===== config.mk =====
export PLATFORM = sky130hd
export DESIGN_NAME = spi_ctrl
export DESIGN_NICKNAME = d
export VERILOG_FILES = /design/src/rtl/spi_ctrl_pkg.sv /design/src/rtl/spi_shift_reg.sv /design/src/rtl/spi_ctrl.sv
export SDC_FILE = /design/constraint.sdc
export NUM_CORES = 1
export LEC_CHECK = 0
export ABC_AREA = 1
export CORE_AREA = 2 2 95 51
export DETAILED_ROUTE_END_ITERATION = 12
export DIE_AREA = 0 0 97 53
export PLACE_DENSITY = 0.9
export SLEW_MARGIN = 20
export SYNTH_ARGS = -nofsm -noshare
export SYNTH_HDL_FRONTEND = slang
export SYNTH_HIERARCHICAL = 1
export SYNTH_SLANG_ARGS = --single-unit

===== constraint.sdc =====
create_clock -name wb_clk_i -period 2.8 [get_ports wb_clk_i]
set_clock_uncertainty 0.15 [all_clocks]
set_input_delay 0.56 -clock wb_clk_i [delete_from_list [all_inputs] [get_ports wb_clk_i]]
set_output_delay 0.56 -clock wb_clk_i [all_outputs]
set_load 0.02 [all_outputs]

===== src/rtl/spi_ctrl_pkg.sv =====
// Shared types and constants for the SPI-to-Wishbone bridge.
// Frames are a command byte {rw, addr[6:0]} followed by one data byte.
package spi_ctrl_pkg;

  localparam int DATA_W     = 8;
  localparam int ADDR_W     = 8;
  localparam int CMD_RW_BIT = 7;

  typedef enum logic [2:0] {
    IDLE    = 3'd0,
    CMD     = 3'd1,
    RD_REQ  = 3'd2,
    RD_DATA = 3'd3,
    WR_DATA = 3'd4,
    WR_REQ  = 3'd5,
    DONE    = 3'd6
  } state_e;

  // Wishbone address carried by a command byte; the top address bit is always 0.
  function automatic logic [ADDR_W-1:0] cmd_addr(input logic [DATA_W-1:0] cmd);
    return {1'b0, cmd[CMD_RW_BIT-1:0]};
  endfunction

endpackage


===== src/rtl/spi_shift_reg.sv =====
// Byte shifter for the SPI slave: MOSI shifts in on SCK fall, MISO shifts out
// on SCK rise, and a one-cycle byte_ready pulse marks every 8th falling edge.
module spi_shift_reg
  import spi_ctrl_pkg::*;
(
  input  logic              clk,
  input  logic              rst_n,
  input  logic              clr,
  input  logic              sck_rise,
  input  logic              sck_fall,
  input  logic              mosi,
  input  logic              load,
  input  logic [DATA_W-1:0] load_data,
  output logic              miso,
  output logic [DATA_W-1:0] rx_data,
  output logic              byte_ready
);

  logic [DATA_W-1:0] rx_q, rx_d;
  logic [DATA_W-1:0] tx_q, tx_d;
  logic [2:0]        cnt_q, cnt_d;
  logic              miso_q, miso_d;
  logic              rdy_q, rdy_d;

  // NOTE: every signal assigned in a combinational block gets a default first,
  // so no path can leave it unassigned and infer a latch.
  always_comb begin
    rx_d   = rx_q;
    tx_d   = tx_q;
    cnt_d  = cnt_q;
    miso_d = miso_q;
    rdy_d  = 1'b0;
    if (clr) begin
      rx_d   = '0;
      tx_d   = '0;
      cnt_d  = '0;
      miso_d = 1'b0;
    end else begin
      if (sck_fall) begin
        rx_d  = {rx_q[DATA_W-2:0], mosi};
        cnt_d = cnt_q + 3'd1;
        rdy_d = (cnt_q == 3'd7);
      end
      // The controller never requests a load in a cycle carrying a rising edge.
      if (load) begin
        tx_d = load_data;
      end else if (sck_rise) begin
        miso_d = tx_q[DATA_W-1];
        tx_d   = {tx_q[DATA_W-2:0], 1'b0};
      end
    end
  end

  // NOTE: sequential state uses non-blocking assignments so every flop samples
  // the pre-edge values, independent of process ordering.
  always_ff @(posedge clk or negedge rst_n) begin
    if (!rst_n) begin
      rx_q   <= '0;
      tx_q   <= '0;
      cnt_q  <= '0;
      miso_q <= 1'b0;
      rdy_q  <= 1'b0;
    end else begin
      rx_q   <= rx_d;
      tx_q   <= tx_d;
      cnt_q  <= cnt_d;
      miso_q <= miso_d;
      rdy_q  <= rdy_d;
    end
  end

  assign miso       = miso_q;
  assign rx_data    = rx_q;
  assign byte_ready = rdy_q;

endmodule


===== src/rtl/spi_ctrl.sv =====
// SPI slave (CPOL=0) bridging two-byte frames onto a Wishbone master port.
// SPI pins are oversampled in the wb_clk_i domain through synchronizers.
module spi_ctrl
  import spi_ctrl_pkg::*;
#(
  parameter int SYNC_STAGES = 2
) (
  input  logic              wb_clk_i,
  input  logic              wb_rst_i,
  input  logic              spi_sck,
  input  logic              spi_ss,
  input  logic              spi_mosi,
  output logic              spi_miso,
  output logic [ADDR_W-1:0] wb_addr_o,
  output logic [DATA_W-1:0] wb_dat_o,
  input  logic [DATA_W-1:0] wb_dat_i,
  output logic              wb_stb_o,
  output logic              wb_we_o,
  input  logic              wb_ack_i
);

  // Synchronizer chain, one 3-bit lane per stage: {sck, ss, mosi}.
  logic [2:0] sync_q [SYNC_STAGES];
  logic [2:0] sync_d [SYNC_STAGES];

  always_comb begin
    sync_d[0] = {spi_sck, spi_ss, spi_mosi};
    for (int i = 1; i < SYNC_STAGES; i++) sync_d[i] = sync_q[i-1];
  end

  // NOTE: this flop array is tiny and must come out of reset at 0, so it is
  // reset; bulk storage arrays would normally be left unreset.
  always_ff @(posedge wb_clk_i or negedge wb_rst_i) begin
    if (!wb_rst_i) sync_q <= '{default: '0};
    else           sync_q <= sync_d;
  end

  logic sck_s, ss_s, mosi_s;
  assign sck_s  = sync_q[SYNC_STAGES-1][2];
  assign ss_s   = sync_q[SYNC_STAGES-1][1];
  assign mosi_s = sync_q[SYNC_STAGES-1][0];

  logic sck_prev_q, ss_prev_q;
  logic sck_rise, sck_fall, ss_rise, ss_fall;
  assign sck_rise = sck_s & ~sck_prev_q;
  assign sck_fall = ~sck_s & sck_prev_q;
  assign ss_rise  = ss_s & ~ss_prev_q;
  assign ss_fall  = ~ss_s & ss_prev_q;

  state_e            state_q, state_d;
  logic              stb_q, stb_d;
  logic              we_q, we_d;
  logic [ADDR_W-1:0] addr_q, addr_d;
  logic [DATA_W-1:0] wdat_q, wdat_d;
  logic              rd_started_q, rd_started_d;
  logic              pend_q, pend_d;

  logic              byte_ready, miso_bit, sr_clr;
  logic [DATA_W-1:0] rx_data;
  logic              cmd_done, stb_start, start_we, wdat_load, miso_en;
  logic              tx_load;
  logic [DATA_W-1:0] tx_load_data;

  spi_shift_reg u_shift (
    .clk        (wb_clk_i),
    .rst_n      (wb_rst_i),
    .clr        (sr_clr),
    .sck_rise   (sck_rise),
    .sck_fall   (sck_fall),
    .mosi       (mosi_s),
    .load       (tx_load),
    .load_data  (tx_load_data),
    .miso       (miso_bit),
    .rx_data    (rx_data),
    .byte_ready (byte_ready)
  );

  // A frame may not start while an earlier Wishbone cycle is still running.
  always_comb begin
    state_d = state_q;
    unique case (state_q)
      IDLE:    if (!ss_s && (ss_fall || pend_q) && !stb_q) state_d = CMD;
      CMD:     if (ss_rise) state_d = IDLE;
               else if (byte_ready) state_d = rx_data[CMD_RW_BIT] ? WR_DATA : RD_REQ;
      RD_REQ:  if (ss_rise) state_d = IDLE;
               else if (byte_ready) state_d = DONE;
               else if (stb_q && wb_ack_i) state_d = RD_DATA;
      RD_DATA: if (ss_rise) state_d = IDLE;
               else if (byte_ready) state_d = DONE;
      WR_DATA: if (ss_rise) state_d = IDLE;
               else if (byte_ready) state_d = WR_REQ;
      WR_REQ:  if (stb_q && wb_ack_i) state_d = DONE;
      DONE:    if (ss_s) state_d = IDLE;
      default: state_d = IDLE;
    endcase
  end

  // Reads preload 0xFF so a late ack still yields a defined byte on MISO;
  // read data is only loaded if no bit of the data byte has gone out yet.
  always_comb begin
    cmd_done     = (state_q == CMD) && (state_d == RD_REQ || state_d == WR_DATA);
    stb_start    = 1'b0;
    start_we     = 1'b0;
    wdat_load    = 1'b0;
    tx_load      = 1'b0;
    tx_load_data = '1;
    if (state_q == CMD && state_d == RD_REQ) begin
      stb_start = 1'b1;
      tx_load   = 1'b1;
    end
    if (state_q == RD_REQ && state_d == RD_DATA && !rd_started_q && !sck_rise) begin
      tx_load      = 1'b1;
      tx_load_data = wb_dat_i;
    end
    if (state_q == WR_DATA && state_d == WR_REQ) begin
      stb_start = 1'b1;
      start_we  = 1'b1;
      wdat_load = 1'b1;
    end
    miso_en = (state_q == RD_REQ) || (state_q == RD_DATA);
    sr_clr  = (state_q == IDLE) || ss_s;
  end

  // The Wishbone cycle lives in its own flops so it can outlast the frame.
  always_comb begin
    stb_d        = stb_start | (stb_q & ~wb_ack_i);
    we_d         = stb_start ? start_we : (we_q & stb_d);
    addr_d       = cmd_done ? cmd_addr(rx_data) : addr_q;
    wdat_d       = wdat_load ? rx_data : wdat_q;
    rd_started_d = (state_q == RD_REQ) && (rd_started_q || sck_rise);
    pend_d       = (state_q == IDLE) && !ss_s && (pend_q || (ss_fall && stb_q));
  end

  always_ff @(posedge wb_clk_i or negedge wb_rst_i) begin
    if (!wb_rst_i) begin
      state_q      <= IDLE;
      sck_prev_q   <= 1'b0;
      ss_prev_q    <= 1'b0;
      stb_q        <= 1'b0;
      we_q         <= 1'b0;
      addr_q       <= '0;
      wdat_q       <= '0;
      rd_started_q <= 1'b0;
      pend_q       <= 1'b0;
    end else begin
      state_q      <= state_d;
      sck_prev_q   <= sck_s;
      ss_prev_q    <= ss_s;
      stb_q        <= stb_d;
      we_q         <= we_d;
      addr_q       <= addr_d;
      wdat_q       <= wdat_d;
      rd_started_q <= rd_started_d;
      pend_q       <= pend_d;
    end
  end

  assign spi_miso  = miso_bit & miso_en;
  assign wb_stb_o  = stb_q;
  assign wb_we_o   = we_q;
  assign wb_addr_o = addr_q;
  assign wb_dat_o  = wdat_q;

endmodule


After elaboration in Yosys (flattened, before gate mapping)

Cells that the tools add are included.

Register bits: 51
Bits in latches: 0
Bits in writable memories: 0
ROM bits: 0
Output and inout port bits: 19
Logic and storage cells: 102
Memories: 0

$add $sub $neg: 1
Multiply operators: 0
Div/mod/pow operators: 0
$lt $le $gt $ge: 0
Eq/ne operators: 12
Shifts and indexed selects: 0
Muxes and demuxes: 32
Bitwise operators: 13
Reductions and logical operators: 28

Operators with widths:

| operator            | number |
|---|---|
| $mux 8              | 6 |
| $mux 3              | 15 |
| $pmux 3 s7          | 1 |
| $eq 3x3->1 const B  | 6 |
| $logic_and 1x1->1   | 13 |
| $eq 3x2->1 const B  | 4 |
| $mux 1              | 10 |
| $and 1x1->1         | 7 |
| $logic_or 1x1->1    | 6 |
| $not 1->1           | 5 |
| $logic_not 1->1     | 4 |
| $reduce_bool 2->1   | 2 |
| $add 3x1->3 const B | 1 |
| $eq 3x1->1 const B  | 1 |
| $logic_not 3->1     | 1 |
| $reduce_bool 3->1   | 1 |
| $ne 2x2->1 const B  | 1 |
| $reduce_and 2->1    | 1 |
| $or 1x1->1          | 1 |

Logic depth before layout (Yosys ltp)

Gate-level depths: netlist of run 1.

Depth after elaboration: 14
Depth in mapped cells: 12
Gate-level depth less buffers: 11

Cells and area by module

Netlist of run 1, hierarchy kept.

Modules (own cells, without submodules):

| module        | instances | cells each | area each (µm²) |
|---|---|---|---|
| spi_ctrl      | 1         | 172        | 1432.6 |
| spi_shift_reg | 1         | 114        | 974.7 |

Least setup slack after synthesis of run 1

Ideal clock, no wire load.

Path type: register to register
Start point: register state_q[2]
End point: register u_shift.tx_q[1]
Arrival time: 1.545 ns
Required time: 2.533 ns
Path slack: 0.987 ns
Cell stages (with the launch flop): 7
Path buffers: 1
Period minus slack after synthesis: 1.813 ns
Path through: dfrtp_1 buf_2 o31ai_1 inv_2 o21a_2 nand2_1 nand2_1

Elaborated cells between the ends (all ways): 33

RTL lines:

| element                                                             | RTL line            | source |
|---|---|---|
| start: declaration                                                  | spi_ctrl.sv:50      | `state_e state_q, state_d;` |
| start signal: assignment                                            | spi_ctrl.sv:146     | `state_q <= state_d;` |
| $logic_not 3->1 (*)                                                 | spi_ctrl.sv:121     | `sr_clr = (state_q == IDLE) \|\| ss_s;` |
| $logic_or 1x1->1 (*)                                                | spi_ctrl.sv:121     |  |
| named net sr_clr                                                    | spi_ctrl.sv:58      | `logic byte_ready, miso_bit, sr_clr;` |
| $reduce_bool 3->1 (no source line) / $mux 8 (equally long branches) | -                   |  |
| end signal: assignment                                              | spi_shift_reg.sv:65 | `tx_q <= tx_d;` |
| end: declaration                                                    | spi_shift_reg.sv:20 | `logic [DATA_W-1:0] tx_q, tx_d;` |

The timed path passes the listed nets; every way through them passes the cells marked *.
A chain may end at the register's enable or synchronous reset.

Worst setup path after layout of run 1

Start point: register state_q[2]
End point: output spi_miso

Word-level cells in the longest chain between the ends: 3
Elaborated cells between the ends (all ways): 4

Ends and longest elaborated chain:

| element              | RTL line        | source |
|---|---|---|
| $eq 3x2->1           | spi_ctrl.sv:120 | `miso_en = (state_q == RD_REQ) \|\| (state_q == RD_DATA);` |
| $logic_or 1x1->1 (*) | spi_ctrl.sv:120 |  |
| $and 1x1->1 (*)      | spi_ctrl.sv:158 | `assign spi_miso = miso_bit & miso_en;` |
| end: declaration     | spi_ctrl.sv:13  | `output logic spi_miso,` |

Every way passes the cells marked *; elsewhere a longest branch is shown, timed or not.

==> out/results.ini, run 1 <==
[power_and_ir_drop]
internal-power_mw = 1.14
ir_worst_vdd_mv = 0.279
switching_share_pct = 31.0
power_frac_clock_pct = 31.2
power.total_mw = 1.66
p_leak_nw = 1.49
power.share.sequential_pct = 48.2
p_comb_share_pct = 20.6
power_switching_mw = 0.514
pwr_density_cell_nw_per_um2 = 579

[synthesis]
synth_top_area_share_pct = 53.0
synthTopCellsByArea = dfrtp_1 (53%), nand2_1 (15%), nand3_1 (8.5%), inv_1 (3.9%), nand4_1 (3.1%)
synth.cell_area_um2 = 2410
synthCells = 286
ys_ff_latch = 51
syn-num-nets = 302
synth-async-reset-ratio_pct = 100
synth.avg_cell_area_um2 = 8.42
synth_edf_count = 0
synth_ff_type = dfrtp_1
synth_cell_type_count = 29
yosysWarnings = 6
yosys.area.top_type = dfrtp_1
synth-seq-area-share_pct = 53.0

[grt]
grt_pass1_vias = 1875
antenna_found_initial = 0
grt.overflow.total = 0
grtUsageTotal_pct = 22.9
grt_max_degree = 29
grt_pass1_wl_um = 9050

[critical_path]
max_stage_delay_ns = 0.61
critPathRequiredTime_ns = 2.09
path_cells = inv_1 -> nand2_1 -> nor2_1 -> clkdlybuf4s50_1
cp-end-kind = output port
worstPathArrival_ns = 1.90
crit_fanout = 8
cp_top_family = buffers and inverters
crit_path_start_kind = flip-flop
cp_slowest_cell = clkdlybuf4s50_1
path_class = reg2out
critPathBufInv = 2

[detailed_routing]
routed_wl_um = 5330
drtAntennaViolNets = 0
wl_per_cell_um = 14.1
drtIter0Drc = 199
wl_met2_um = 2220
dr.pass1.iters = 9
vias = 2058
highest_layer = met4
wl_met3_um = 437
drc = 0
wl_met1_um = 2630
vias_per_cell = 5.46

[clock_network]
cts_made_buffers = 5
cts_tree = built
postCtsResizedCells = 0
clkTransAtPathRegs_ns = 0.10
cts_hold_buf = 0
clk_latency_ns = 0.30
postCtsSetupBuffers = 0
cts_sinks = 51
htree_levels = 2
cts_buffer_depth = 2
clockRootBuffer = clkbuf_8

[sta]
hold_viol = 0
period_minus_slack_ns = 2.61
holdWs_ns = 0.0977
rsz0062_at_grt = false
max_clock_freq_mhz = 383
slew_headroom_pct = 61.1
tightest_slew_ns = 0.583
fin_crit_sh_pct = 93.4
worst_slack_ns = 0.186
final-max-slew-violation-count = 0
setup-tns-final_ns = 0
setup_violations = 0

[layout]
drive_above_1_share_pct = 9.38
nets = 335
syn_to_final_growth_pct = 18.9
diodes = 0
final_area_um2 = 2860
fillCellCount = 343

[status]
outcome = finished clean

[floorplan]
row_count = 17
io_pins = 33
die_x_um = 97
die_h_um = 53
start_util_pct = 56.3
dieArea_um2 = 5140
core_um2 = 4280

[placed_design]
hpwl_um = 3800
place_area_um2 = 2750
place_congestion = 0.897
portBuffers = 31
dp_slack_ns = 0.279

[hold_path]
hold_path_class = in2async

[job]
drv_cap = 0

==> final timing paths <==
check                           slack (ns)  cells past startpoint            startpoint                            to
worst max-delay path                  0.19                      4  state_q[2]$_DFF_PN0_                      spi_miso
worst min-delay path                   0.1                      1              wb_rst_i  u_shift/cnt_q[0]$_DFFE_PN0P_
worst max register to register        0.68                     10  state_q[0]$_DFF_PN0_   u_shift/tx_q[6]$_DFFE_PN0P_
worst min register to register        0.21                      0   sync_d[2]$_DFF_PN0_               sck_s$_DFF_PN0_
max in group asynchronous             1.86                      2              wb_rst_i  u_shift/byte_ready$_DFF_PN0_
min in group wb_clk_i                 0.21                      0   sync_d[2]$_DFF_PN0_               sck_s$_DFF_PN0_
==> power groups by stage <==
stage / registers (mW) / logic [mW] / clock network, mW
detailed placement: 0.809 / 0.332 / 0
global placement: 0.809 / 0.326 / 0
global route: 0.803 / 0.370 / 0.565
CTS: 0.797 / 0.334 / 0.526
floorplan: 0.810 / 0.240 / 0
finish: 0.799 / 0.341 / 0.517
==> through the flow <==
stage | utilization (%) | std cells
6_report | 66.9 | 377
5_1_grt | 66.9 | 377
4_1_cts | 66.9 | 377
3_5_place_dp | 64.3 | 369
3_3_place_gp | 64.3 | 369
2_1_floorplan | - | 286
==> cell type report <==
class	count	area [um2]	share of cell area, %
inverters	30	115	4.02
well taps	57	71.3	2.49
multi-input cells	197	947	33.1
flip-flops and latches	51	1280	44.6
clock inverters	2	38.8	1.36
repair buffers	34	340	11.9
clock buffers	6	72.6	2.54
==> logic make-up (layout without fill, tap and decap cells) <==
family / count (synthesis) / after routing / share of synthesized area [%]
other: 1 / 1 / 0.156
DFF: 51 / 51 / 53.0
AOI/OAI and AO/OA: 16 / 16 / 3.90
buffers and inverters: 38 / 72 / 7.64
and+or+nand+nor: 178 / 178 / 34.3
adders and majority gates: 2 / 2 / 1.04
==> state kept, by name, indices dropped and copies added (netlist names) <==
| register | count |
|---|---|
| u_shift/rx_data | 8 |
| u_shift/tx_q | 8 |
| wb_dat_o | 8 |
| wb_addr_o | 7 |
| state_q | 3 |
| sync_d | 3 |
| u_shift/cnt_q | 3 |
| mosi_s | 1 |
| pend_q | 1 |
| rd_started_q | 1 |
| sck_prev_q | 1 |
| sck_s | 1 |
| ss_prev_q | 1 |
| ss_s | 1 |
| u_shift/byte_ready | 1 |
| u_shift/miso | 1 |
| wb_stb_o | 1 |
| wb_we_o | 1 |
==> worst reg2reg max path: stages, from the launching register on <==
cell and delay (ns):
dfrtp_1 0.48, nor2_1 0.29, nand2_2 0.12, nor2_4 0.22, nand3_2 0.08, nand2_1 0.27
inv_4 0.15, nand2_1 0.09, nand2_1 0.05, nand2_1 0.07, nand2_1 0.06
==> layout by cell type (no fill, tap or decap), types with 2 or more instances in the layout <==
| cell | netlist | final |
|---|---|---|
| o21ai_1 | 3 | 3 |
| inv_2 | 3 | 3 |
| clkbuf_8 | 0 | 5 |
| nor2_4 | 4 | 4 |
| nand2_2 | 5 | 5 |
| buf_4 | 2 | 2 |
| inv_1 | 25 | 25 |
| ha_1 | 2 | 2 |
| nand4_1 | 12 | 12 |
| nand3_2 | 2 | 2 |
| dfrtp_1 | 51 | 51 |
| nand3_1 | 41 | 41 |
| a21oi_1 | 4 | 4 |
| clkdlybuf4s50_1 | 0 | 30 |
| o21ai_0 | 4 | 4 |
| nand2_1 | 99 | 99 |
| nor2_1 | 12 | 12 |
==> metal layers <==
metal  track usage (%)  vias to the layer above
met5                 0                        -
met4              3.29                        0
met3              7.27                        9
met2              33.3                      102
met1              34.1                      969
li1                  -                      978
==> synthesized netlist by cell type, drive strengths merged, types with 2 or more instances <==
master,number
nand3,44
dfrtp,51
inv,29
o21a,2
ha,2
nor2,17
buf,7
nand2,104
nand4,12
a21oi,5
o21ai,7
No activity file was read; power rests on OpenSTA's default activity.
==> run 2, diff against run 1 <==
--- a/config.mk
+++ b/config.mk
@@ -6,12 +6,12 @@
 export NUM_CORES = 1
 export LEC_CHECK = 0
 export ABC_AREA = 1
-export CORE_AREA = 2 2 95 51
+export CORE_AREA = 2 2 63 71
 export DETAILED_ROUTE_END_ITERATION = 12
-export DIE_AREA = 0 0 97 53
-export PLACE_DENSITY = 0.9
+export DIE_AREA = 0 0 65 73
+export DONT_BUFFER_PORTS = 1
+export PLACE_DENSITY = 0.81
 export SLEW_MARGIN = 20
 export SYNTH_ARGS = -nofsm -noshare
 export SYNTH_HDL_FRONTEND = slang
-export SYNTH_HIERARCHICAL = 1
 export SYNTH_SLANG_ARGS = --single-unit
==> out/results.ini, run 2 <==
[detailed_routing]
wl_met2_um = 2130  ; -4.2%
routed_wl_um = 4400  ; -17%
drc = 0  ; unchanged
wl_met1_um = 1940  ; -26%
drtIter0Drc = 154  ; -23%
drtAntennaViolNets = 0  ; unchanged
wl_met3_um = 273  ; -38%
dr.pass1.iters = 4  ; -5
vias = 1747  ; -15%
highest_layer = met4
wl_per_cell_um = 13.9  ; -1.8%
vias_per_cell = 5.51  ; +0.96%

[critical_path]
cp-end-kind = output port
critPathRequiredTime_ns = 2.09  ; about the same
cp_top_family = simple AND/OR/NAND/NOR gates
cp_slowest_cell = dfrtp_1
crit_fanout = 6  ; -2
crit_cells = 3  ; -1
worstReg2RegStart = state_q[2]$_DFF_PN0_
critPathBufInv = 1  ; -1
crit_path_start_kind = flip-flop
path_class = reg2out
reg2reg_slack_ns = 0.84  ; +0.16 ns
max_stage_delay_ns = 0.44  ; -0.17 ns
reg2reg_to = wb_dat_o[5]$_DFFE_PN0P_
r2r_cells = 5  ; -5
path_cells = inv_1 -> nand2_1 -> nor2_1
worstPathArrival_ns = 1.38  ; -0.52 ns

[layout]
final_cells = 317  ; -16%
syn_to_final_growth_pct = 7.20
layout_commonest_cell = dfrtp_1
nets = 279  ; -17%
final_cell_mix = dfrtp_1 (51), nand2_1 (42), inv_1 (36)
diodes = 0  ; unchanged
drive_above_1_share_pct = 8.75  ; -0.63 points

[synthesis]
synth.cell_area_um2 = 2330  ; -3.2%
yosysWarnings = 0  ; -6
synth.avg_cell_area_um2 = 8.96  ; +6.5%
yosys.area.top_type = dfrtp_1
synth-seq-area-share_pct = 54.8  ; +1.8 points
synthTopCellsByArea = dfrtp_1 (55%), nand2_1 (6.8%), nand3_1 (6.0%), inv_1 (5.8%), o21ai_0 (4.1%)
synth-async-reset-ratio_pct = 100  ; unchanged
synth_edf_count = 0  ; unchanged
synth.most_common_cell = dfrtp_1
synth_ff_type = dfrtp_1
ys_ff_latch = 51  ; unchanged
yosys-top-cells-count = dfrtp_1 (51), nand2_1 (42), inv_1 (36)
synthCells = 260  ; -9.1%
synth_cell_type_count = 30  ; +3.4%
synth_top_area_share_pct = 54.8  ; +1.8 points
syn-num-nets = 276  ; -8.6%

[job]
drv_cap = 0  ; unchanged

[clock_network]
cts_sinks = 51  ; unchanged
clockRootBuffer = clkbuf_8
clk_latency_ns = 0.30  ; about the same
clkTransAtPathRegs_ns = 0.09  ; about the same
cts_tree = built
cts_buffer_depth = 2  ; unchanged
postCtsSetupBuffers = 0  ; unchanged
cts_made_buffers = 5  ; unchanged
cts_hold_buf = 2  ; +2
htree_levels = 2  ; unchanged
postCtsResizedCells = 0  ; unchanged

[grt]
grt_pass1_wl_um = 7400  ; -18%
antenna_found_initial = 0  ; unchanged
grt.overflow.total = 0  ; unchanged
grt_pass1_vias = 1615  ; -14%
grtUsageTotal_pct = 20.6  ; -2.3 points
grt_max_degree = 52  ; +79%

[sta]
tightest_slew_ns = 0.898  ; +0.314 ns
hold_viol = 0  ; unchanged
setup_violations = 0  ; unchanged
slew_headroom_pct = 39.9  ; -21 points
setup-tns-final_ns = 0  ; unchanged
period_minus_slack_ns = 2.09  ; -0.528 ns
fin_crit_sh_pct = 74.5  ; -19 points
rsz0062_at_grt = false
max_clock_freq_mhz = 479  ; +25%
final-max-slew-violation-count = 0  ; unchanged

[power_and_ir_drop]
switching_share_pct = 22.4  ; -8.6 points
p_comb_share_pct = 6.3  ; -14 points
p_leak_nw = 1.27  ; -15%
power_switching_mw = 0.296  ; -42%
ir_worst_vdd_mv = 0.351  ; +26%
power.share.sequential_pct = 56.8  ; +8.6 points
pwr_density_cell_nw_per_um2 = 530  ; -8.5%
internal-power_mw = 1.03  ; -10%
power_frac_clock_pct = 36.9  ; +5.7 points

[floorplan]
row_count = 25  ; +8
core_um2 = 4100  ; -4.2%
die_h_um = 73  ; +38%
io_pins = 33  ; unchanged
start_util_pct = 56.9  ; +0.55 points
dieArea_um2 = 4750  ; -7.7%
die_x_um = 65  ; -33%

[hold_path]
worstHoldEndpoint = sync_d[1]$_DFF_PN0_
holdCritStartpoint = spi_ss
hold_path_class = in2reg
whs_path_depth = 0

[placed_design]
portBuffers = 0  ; -100%
dp.cells = 308  ; -17%
hpwl_um = 3030  ; -20%
place_congestion = 0.977  ; +8.9%

[status]
outcome = finished clean

==> run 2: cell types whose count changed after synthesis, moves of 2 or more <==
cell and change:
a21oi_1 +9, buf_6 -2, inv_1 +11, nand2_1 -57, nand2_2 -2, nand3_1 -13, nand3b_1 +6, nor2_1 +4
nor2_4 -2, nor3_1 +2, o2111ai_1 +2, o211ai_1 +3, o21ai_0 +15
==> run 2: metrics by stage <==
stage	instance area, um2	hold slack (ns)	power, mW	util [%]	setup WS [ns]
6_report	2500	0.125	1.32	60.9	0.714
5_1_grt	2500	0.108	1.38	60.9	0.657
3_5_place_dp	2360	0.116	0.830	57.5	0.893
4_1_cts	2500	0.121	1.33	60.9	0.719
2_1_floorplan	2330	0.114	0.819	-	1.14
3_3_place_gp	2360	0.116	0.829	57.5	0.939
==> run 2: power groups by stage <==
| stage | Combinational [mW] | Clock, mW | Sequential, mW |
|---|---|---|---|
| 2_1_floorplan | 0.0550 | 0 | 0.764 |
| 3_3_place_gp | 0.0632 | 0 | 0.765 |
| 3_5_place_dp | 0.0640 | 0 | 0.766 |
| 4_1_cts | 0.0846 | 0.497 | 0.751 |
| 5_1_grt | 0.0968 | 0.526 | 0.752 |
| 6_report | 0.0837 | 0.488 | 0.751 |
==> run 2: cells by family (layout without fill, tap and decap cells) <==
kind of cell,Yosys count,after routing,synth area share (%)
fa+ha+maj,2,2,1.07
buf+inv,48,51,8.65
compound gates,40,40,9.34
simple gates,117,117,25.6
flops,51,51,54.8
xor+xnor,1,1,0.376
other cells,1,1,0.161
==> run 2: layer usage <==
layer	up-vias	global-route usage (%)
met3	6	5.71
met2	48	33.1
met1	834	26.8
met4	0	7.57
li1	859	-
met5	-	0
==> run 2: area by class of cell <==
type,count,area (um2)
Clock inverter,1,30.0
Tap cell,54,67.6
Multi-Input combinational cell,161,852
Sequential cell,51,1280
Fill cell,345,1600
Inverter,41,154
Clock buffer,6,72.6
Timing Repair Buffer,3,45.0
==> run 2: worst max-delay path by stage <==
stage | from | slack, ns | end
2_1_floorplan | wb_ack_i | 1.14 | u_shift.tx_q[0]$_DFFE_PN0P_
3_5_place_dp | state_q[2]$_DFF_PN0_ | 0.89 | wb_dat_o[5]$_DFFE_PN0P_
5_1_grt | state_q[2]$_DFF_PN0_ | 0.66 | spi_miso
4_1_cts | state_q[2]$_DFF_PN0_ | 0.72 | spi_miso
6_report | state_q[2]$_DFF_PN0_ | 0.71 | spi_miso
3_3_place_gp | state_q[2]$_DFF_PN0_ | 0.94 | wb_we_o$_DFF_PN0_
